<file path="config.mk">
export PLATFORM = sky130hd
export DESIGN_NAME = spi_byte_rx
export DESIGN_NICKNAME = d
export VERILOG_FILES = /design/src/rtl/spi_byte_rx.sv
export SDC_FILE = /design/constraint.sdc
export NUM_CORES = 1
export LEC_CHECK = 0
export CAP_MARGIN = 25
export CORE_ASPECT_RATIO = 0.6
export CORE_MARGIN = 10
export CORE_UTILIZATION = 52
export DETAILED_ROUTE_END_ITERATION = 10
export PLACE_DENSITY = 0.75
export SLEW_MARGIN = 5
export SYNTH_ARGS = -nofsm -noshare
export SYNTH_HDL_FRONTEND = slang
export SYNTH_SLANG_ARGS = --single-unit
</file>
<file path="constraint.sdc">
create_clock -name clk_in -period 1.9 [get_ports clk_in]
set_input_delay 0.285 -clock clk_in [delete_from_list [all_inputs] [get_ports clk_in]]
set_output_delay 0.285 -clock clk_in [all_outputs]
set_load 0.02 [all_outputs]
</file>
<file path="src/rtl/spi_byte_rx.sv">
`timescale 1ns/1ps
// spi_byte_rx: SPI mode-0 slave byte deserializer.
// Synchronizes SCLK/MOSI/CS_N/DC into clk_in, assembles 8-bit words and
// emits a one-cycle byte_rdy_out with byte_data_out/dc_out aligned to it.
// Optional feature macro: SPI_BYTE_RX_FRAME_ERR_EN (adds frame_err_out).
// Ports:
//   clk_in, rst_n_in        system clock (>= 4x SCLK), async active-low reset
//   spi_sclk_in/mosi/cs_n   raw SPI lines, async to clk_in
//   dc_in                   raw data/command line (1 = data)
//   spi_cs_n_out            synchronized CS_N
//   byte_rdy_out            one-clk pulse, new byte valid
//   byte_data_out, dc_out   last complete byte and its DC, held
//   frame_err_out           pulse when CS rises mid-byte (macro only)
module spi_byte_rx #(
  parameter int unsigned SYNC_STAGES = 2,  // legal range 2..4
  parameter int unsigned MSB_FIRST   = 1
) (
  input  logic       clk_in,
  input  logic       rst_n_in,
  input  logic       spi_sclk_in,
  input  logic       spi_mosi_in,
  input  logic       spi_cs_n_in,
  input  logic       dc_in,
  output logic       spi_cs_n_out,
  output logic       byte_rdy_out,
  output logic [7:0] byte_data_out,
  output logic       dc_out
`ifdef SPI_BYTE_RX_FRAME_ERR_EN
  ,
  output logic       frame_err_out
`endif
);

  localparam int unsigned BYTE_W = 8;
  localparam int unsigned CNT_W  = 3;

  localparam logic [0:0] ST_IDLE   = 1'b0;
  localparam logic [0:0] ST_ACTIVE = 1'b1;

  // Synchronizer chains; vld_sr tracks when the cs chain holds real samples.
  logic [SYNC_STAGES-1:0] sclk_sr;
  logic [SYNC_STAGES-1:0] mosi_sr;
  logic [SYNC_STAGES-1:0] cs_sr;
  logic [SYNC_STAGES-1:0] dc_sr;
  logic [SYNC_STAGES-1:0] vld_sr;

  logic sync_sclk;
  logic sync_mosi;
  logic sync_cs;
  logic sync_dc;
  logic sync_vld;

  logic sclk_d;
  logic cs_d;
  logic armed;

  logic sclk_rise;
  logic cs_fall;

  logic [0:0]        state;
  logic [0:0]        state_nxt;
  logic [CNT_W-1:0]  bit_cnt;
  logic [CNT_W-1:0]  bit_cnt_nxt;
  logic [BYTE_W-1:0] shift_q;
  logic [BYTE_W-1:0] shift_nxt;
  logic [BYTE_W-1:0] shifted;
  logic              rdy_nxt;
  logic [BYTE_W-1:0] data_nxt;
  logic              dc_nxt;
`ifdef SPI_BYTE_RX_FRAME_ERR_EN
  logic              err_nxt;
`endif

  // Identical chains for all four inputs keep their relative timing.
  always_ff @(posedge clk_in or negedge rst_n_in) begin
    if (!rst_n_in) begin
      sclk_sr <= '0;
      mosi_sr <= '0;
      cs_sr   <= '1;
      dc_sr   <= '0;
      vld_sr  <= '0;
    end else begin
      sclk_sr <= {sclk_sr[SYNC_STAGES-2:0], spi_sclk_in};
      mosi_sr <= {mosi_sr[SYNC_STAGES-2:0], spi_mosi_in};
      cs_sr   <= {cs_sr[SYNC_STAGES-2:0], spi_cs_n_in};
      dc_sr   <= {dc_sr[SYNC_STAGES-2:0], dc_in};
      vld_sr  <= {vld_sr[SYNC_STAGES-2:0], 1'b1};
    end
  end

  assign sync_sclk    = sclk_sr[SYNC_STAGES-1];
  assign sync_mosi    = mosi_sr[SYNC_STAGES-1];
  assign sync_cs      = cs_sr[SYNC_STAGES-1];
  assign sync_dc      = dc_sr[SYNC_STAGES-1];
  assign sync_vld     = vld_sr[SYNC_STAGES-1];
  assign spi_cs_n_out = sync_cs;

  // Edge-detect flops. armed only sets once a genuinely sampled CS high has
  // reached the end of the chain, so a CS already low at reset release
  // (seen as a fall from the reset value of 1) cannot open a window.
  always_ff @(posedge clk_in or negedge rst_n_in) begin
    if (!rst_n_in) begin
      sclk_d <= 1'b0;
      cs_d   <= 1'b1;
      armed  <= 1'b0;
    end else begin
      sclk_d <= sync_sclk;
      cs_d   <= sync_cs;
      armed  <= armed | (sync_vld & sync_cs);
    end
  end

  assign sclk_rise = sync_sclk & ~sclk_d;
  assign cs_fall   = armed & cs_d & ~sync_cs;

  // Bit-order selection for the incoming sample.
  assign shifted = (MSB_FIRST != 0) ? {shift_q[BYTE_W-2:0], sync_mosi}
                                    : {sync_mosi, shift_q[BYTE_W-1:1]};

  // State register.
  always_ff @(posedge clk_in or negedge rst_n_in) begin
    if (!rst_n_in) begin
      state <= ST_IDLE;
    end else begin
      state <= state_nxt;
    end
  end

  // Next-state and datapath next values.
  always_comb begin
    state_nxt   = state;
    bit_cnt_nxt = bit_cnt;
    shift_nxt   = shift_q;
    rdy_nxt     = 1'b0;
    data_nxt    = byte_data_out;
    dc_nxt      = dc_out;
`ifdef SPI_BYTE_RX_FRAME_ERR_EN
    err_nxt     = 1'b0;
`endif
    case (state)
      ST_IDLE: begin
        bit_cnt_nxt = '0;
        if (cs_fall) begin
          state_nxt = ST_ACTIVE;
        end
      end
      ST_ACTIVE: begin
        // CS high wins over a coincident SCLK edge.
        if (sync_cs) begin
          state_nxt   = ST_IDLE;
          bit_cnt_nxt = '0;
`ifdef SPI_BYTE_RX_FRAME_ERR_EN
          err_nxt     = (bit_cnt != '0);
`endif
        end else if (sclk_rise) begin
          shift_nxt   = shifted;
          bit_cnt_nxt = CNT_W'(bit_cnt + CNT_W'(1));
          if (bit_cnt == CNT_W'(7)) begin
            rdy_nxt  = 1'b1;
            data_nxt = shifted;
            dc_nxt   = sync_dc;
          end
        end
      end
      default: begin
        state_nxt   = ST_IDLE;
        bit_cnt_nxt = '0;
      end
    endcase
  end

  // Datapath and output registers.
  always_ff @(posedge clk_in or negedge rst_n_in) begin
    if (!rst_n_in) begin
      bit_cnt       <= '0;
      shift_q       <= '0;
      byte_rdy_out  <= 1'b0;
      byte_data_out <= '0;
      dc_out        <= 1'b0;
`ifdef SPI_BYTE_RX_FRAME_ERR_EN
      frame_err_out <= 1'b0;
`endif
    end else begin
      bit_cnt       <= bit_cnt_nxt;
      shift_q       <= shift_nxt;
      byte_rdy_out  <= rdy_nxt;
      byte_data_out <= data_nxt;
      dc_out        <= dc_nxt;
`ifdef SPI_BYTE_RX_FRAME_ERR_EN
      frame_err_out <= err_nxt;
`endif
    end
  end

endmodule
</file>
# After elaboration in Yosys (flattened, before gate mapping)
# Index checks and enable logic that the tools add are counted.
dict set report totals {
  ff_bits 34
  output_inout_bits 11
  wordCells 37
}
dict set report op_classes {
  add_sub_neg 1
  n_eq_ne 2
  muxes 10
  bitwise_logic 8
  reduce_logical 2
}
# cell count
set op_table {}
lappend op_table {{$mux W1} 6}
lappend op_table {{$mux W3} 2}
lappend op_table {{$pmux W3 S2} 1}
lappend op_table {{$and A1 B1 Y1} 4}
lappend op_table {{$reduce_and A4 Y1} 1}
lappend op_table {{$add A3 B1 Y3 const B} 1}
lappend op_table {{$eq A3 B3 Y1 const B} 1}
lappend op_table {{$ne A3 B3 Y1 const B} 1}
lappend op_table {{$not A1 Y1} 3}
lappend op_table {{$reduce_and A3 Y1} 1}
lappend op_table {{$pmux W1 S2} 1}
lappend op_table {{$or A1 B1 Y1} 1}

# Longest topological paths before layout
dict set report logic_depth {
  ltp_word 5
  mapped_depth 4
}

# Worst setup path after synthesis
# OpenSTA, ideal clock, no wires.
dict set report synth_timing {
  kind {reg-to-reg}
  startpoint {register cs_sr[1]}
  endpoint {register byte_data_out[0]}
  arrival_ns 1.385
  path_slack_ns 0.390
  path_stages_with_launch 5
  n_path_buf 1
  period_less_slack_ns 1.510
  path_cell_list {dfstp_2 > and4bb_1 > buf_6 > nand2_8 > mux2_4}
}
dict set report synth_between {
  elab_chain_len 2
}
# item line
set synth_lines {}
lappend synth_lines {{start: declaration} 43} ;# logic [SYNC_STAGES-1:0] cs_sr;
lappend synth_lines {{start signal: assignment} 85} ;# cs_sr <= {cs_sr[SYNC_STAGES-2:0], spi_cs_n_in};
lappend synth_lines {{$not A1 Y1 (no source line)} -}
lappend synth_lines {{$reduce_and A4 Y1 (no source line)} -}
lappend synth_lines {{end signal: assignment} 187} ;# byte_data_out <= data_nxt;
lappend synth_lines {{end: declaration} 26} ;# output logic [7:0] byte_data_out,
# Every way passes these cells.
# A chain may end at the register's enable or synchronous reset.

# Worst setup path after layout
dict set report layout_timing {
  startpoint {register cs_sr[1]}
  endpoint {output port spi_cs_n_out}
}
# item line
set layout_rtl {}
lappend layout_rtl {{end: declaration} 24} ;# output logic spi_cs_n_out,
# No word-level cell between the ends.

==> flow_summary.ini <==
[global_routing]
grt_pass1_wl_mm = 3.22
grt_usage_pct = 9.45
grt_max_degree = 35
grt_antenna_before_repair = 0
grt-ovfl-total = 0
grt_pass1_vias = 661

[sta]
period_share_pct = 92.1
skew_ns = 0.00355
relSlewSlack_pct = 65.5
whs_ns = 0.349
setup_violations = 0
tightest_slew_ns = 0.517
finalCriticalPeriod_ns = 1.75
finalMaxSlewViolations = 0
rsz0062_at_grt = no
hold_violations = 0
max_freq_ghz = 0.571
setup_slack_ns = 0.150
fin_tns_setup_ns = 0

[yosys]
synth_top_area_share_pct = 63.9
yosysSeqAreaShare_pct = 70.4
syn-num-nets = 76
yosysUniqueCellTypes = 16
synth.area.top_cells = dfrtp_1 64%, mux2_4 11%, dfstp_2 6.5%
yosysWarnings = 0
synth_top_area_cell = dfrtp_1
postSynthAreaPerCell_um2 = 17.8
syn_area_um2 = 1210
syn_inst = 68
synth-seq-cells = 34

[run_status]
status = finished, final reports clean

[routing]
drt-wirelength-per-cell_um = 15.3
vias = 571
wirelength_mm = 1.86
firstDrtPassIters = 4
dr.first_iter.drc_count = 22
post_drt_via_cell_ratio = 4.68
drc = 0
drt.antenna.violating_nets = 0

[die]
die-area_um2 = 4730
die_width_um = 82.4
core_um2 = 2200
pin_count = 17
start_util_pct = 55.3
num_rows = 13
die_h_um = 57.4

[worst_setup_path]
cp-end-kind = output port
max_stage_delay_ns = 0.62
worstPathCellList = clkdlybuf4s50_1
cp-start-kind = flop
cpMaxStageDelayCell = clkdlybuf4s50_1
critPathBufInv = 1
path_delay_family = buffers and inverters
arrival_ns = 1.47
crit_required_ns = 1.62
path_max_fanout = 6
critPathKind = reg2out

[clock_tree]
clockRootBuffer = clkbuf_8
cts_setup_buffers = 0
cts_tree = built
post_cts_resized = 0
cts_hold_buf = 0
path_clk_slew_ns = 0.06
cts_max_path_buffers = 2
cts_sinks = 34
clock_latency_ns = 0.28
cts_max_level = 2
numCtsBuffers = 5

[cells_and_area]
layout_commonest_cell = dfrtp_1
n_antenna_cell = 0
final_cell_mix = 31 x dfrtp_1, 16 x clkdlybuf4s50_1, 9 x mux2_4, 8 x clkbuf_8, 7 x mux2_1
synthToLayoutAreaGrowth_pct = 25.1
fin_nets = 99
drive_above_1_share_pct = 25.0
fill_cells = 150

[min_path]
hp-class = reg2reg

[placed_design]
portBuffers = 16
gp_congestion = 0.755
post-place-ws_ns = 0.276
dpl.hpwl_mm = 1.34

[flow_run]
cap_violations = 0

[power]
leakage_nw = 0.754
ir_worst_vdd_mv = 0.671
powerDensity_nw_per_um2 = 952
[kinds of logic after synthesis]
| kind of cell | after synthesis | share of synthesized area [%] |
|---|---|---|
| xor+xnor | 1 | 0.722 |
| other cells | 1 | 0.309 |
| mux | 18 | 19.3 |
| compound gates | 2 | 1.03 |
| flops | 34 | 70.4 |
| fa+ha+maj | 2 | 2.06 |
| buf+inv | 2 | 1.24 |
| simple gates | 8 | 4.95 |
[per-stage QoR]
| step | std cells | instance area, um2 | utilization, % | power [W] |
|---|---|---|---|---|
| after floorplan | 68 | 1210 | - | 0.000820 |
| after global routing | 122 | 1520 | 69.1 | 0.00151 |
| final | 122 | 1520 | 69.1 | 0.00145 |
| after CTS | 122 | 1520 | 69.1 | 0.00147 |
| after detailed placement | 114 | 1410 | 64.1 | 0.000858 |
| after global placement | 114 | 1410 | 64.1 | 0.000856 |
[flip-flops by register name, indices dropped and copies added, names as in the netlist, 2 cells and up]
| register | cells |
|---|---|
| bit_cnt | 3 |
| byte_data_out | 8 |
| cs_sr | 2 |
| dc_sr | 2 |
| mosi_sr | 2 |
| sclk_sr | 2 |
| shift_q | 7 |
| vld_sr | 2 |
[path summary, 6_finish.rpt]
check	startpoint	end	slack [ns]	cells past startpoint
worst max-delay path	cs_sr[1]	spi_cs_n_out	0.15	1
worst min-delay path	sclk_sr[0]	sclk_sr[1]	0.35	0
worst max register to register	cs_sr[1]	byte_data_out[1]	0.28	3
worst min register to register	sclk_sr[0]	sclk_sr[1]	0.35	0
max in group asynchronous	rst_n_in	cs_sr[0]	1.17	2
min in group asynchronous	rst_n_in	byte_data_out[2]	0.40	2
[Yosys cell counts]
master    number
conb_1         1
inv_2          1
mux2_1         7
mux2i_1        2
mux2_4         9
a21o_1         1
dfstp_2        3
buf_6          1
nand2b_1       2
nor2_1         4
ha_1           2
xor2_1         1
a21oi_1        1
and4bb_1       1
dfrtp_1       31
nand2_8        1
[metal layers]
layer | vias up | part of all wire, % | global-route usage (%)
met2 | 14 | 48 | 14.7
met4 | 0 | 1.0 | 4.35
li1 | 272 | - | -
met5 | - | 0 | 0
met1 | 281 | 44 | 9.79
met3 | 4 | 7.2 | 6.09
[final cells by class]
class / count / area (um2) / area share (%)
Tap cell: 30 / 37.5 / 2.47
Inverter: 1 / 3.75 / 0.247
Multi-Input combinational cell: 32 / 344 / 22.7
Sequential cell: 34 / 855 / 56.3
Timing Repair Buffer: 17 / 168 / 11.0
Clock buffer: 8 / 110 / 7.25
[power by group]
part           switching (W)  total [W]  internal [W]
clock               0.000237   0.000602      0.000366
combinational      0.0000266  0.0000561     0.0000294
sequential         0.0000234   0.000787      0.000764
total               0.000287    0.00145       0.00116
[worst reg2reg max path, stage by stage (launching register included)]
cell and delay, ns:
dfstp_2 0.57, and4bb_1 0.39, nand2_8 0.22, mux2_4 0.32
Power figures use the tool's default switching activity.
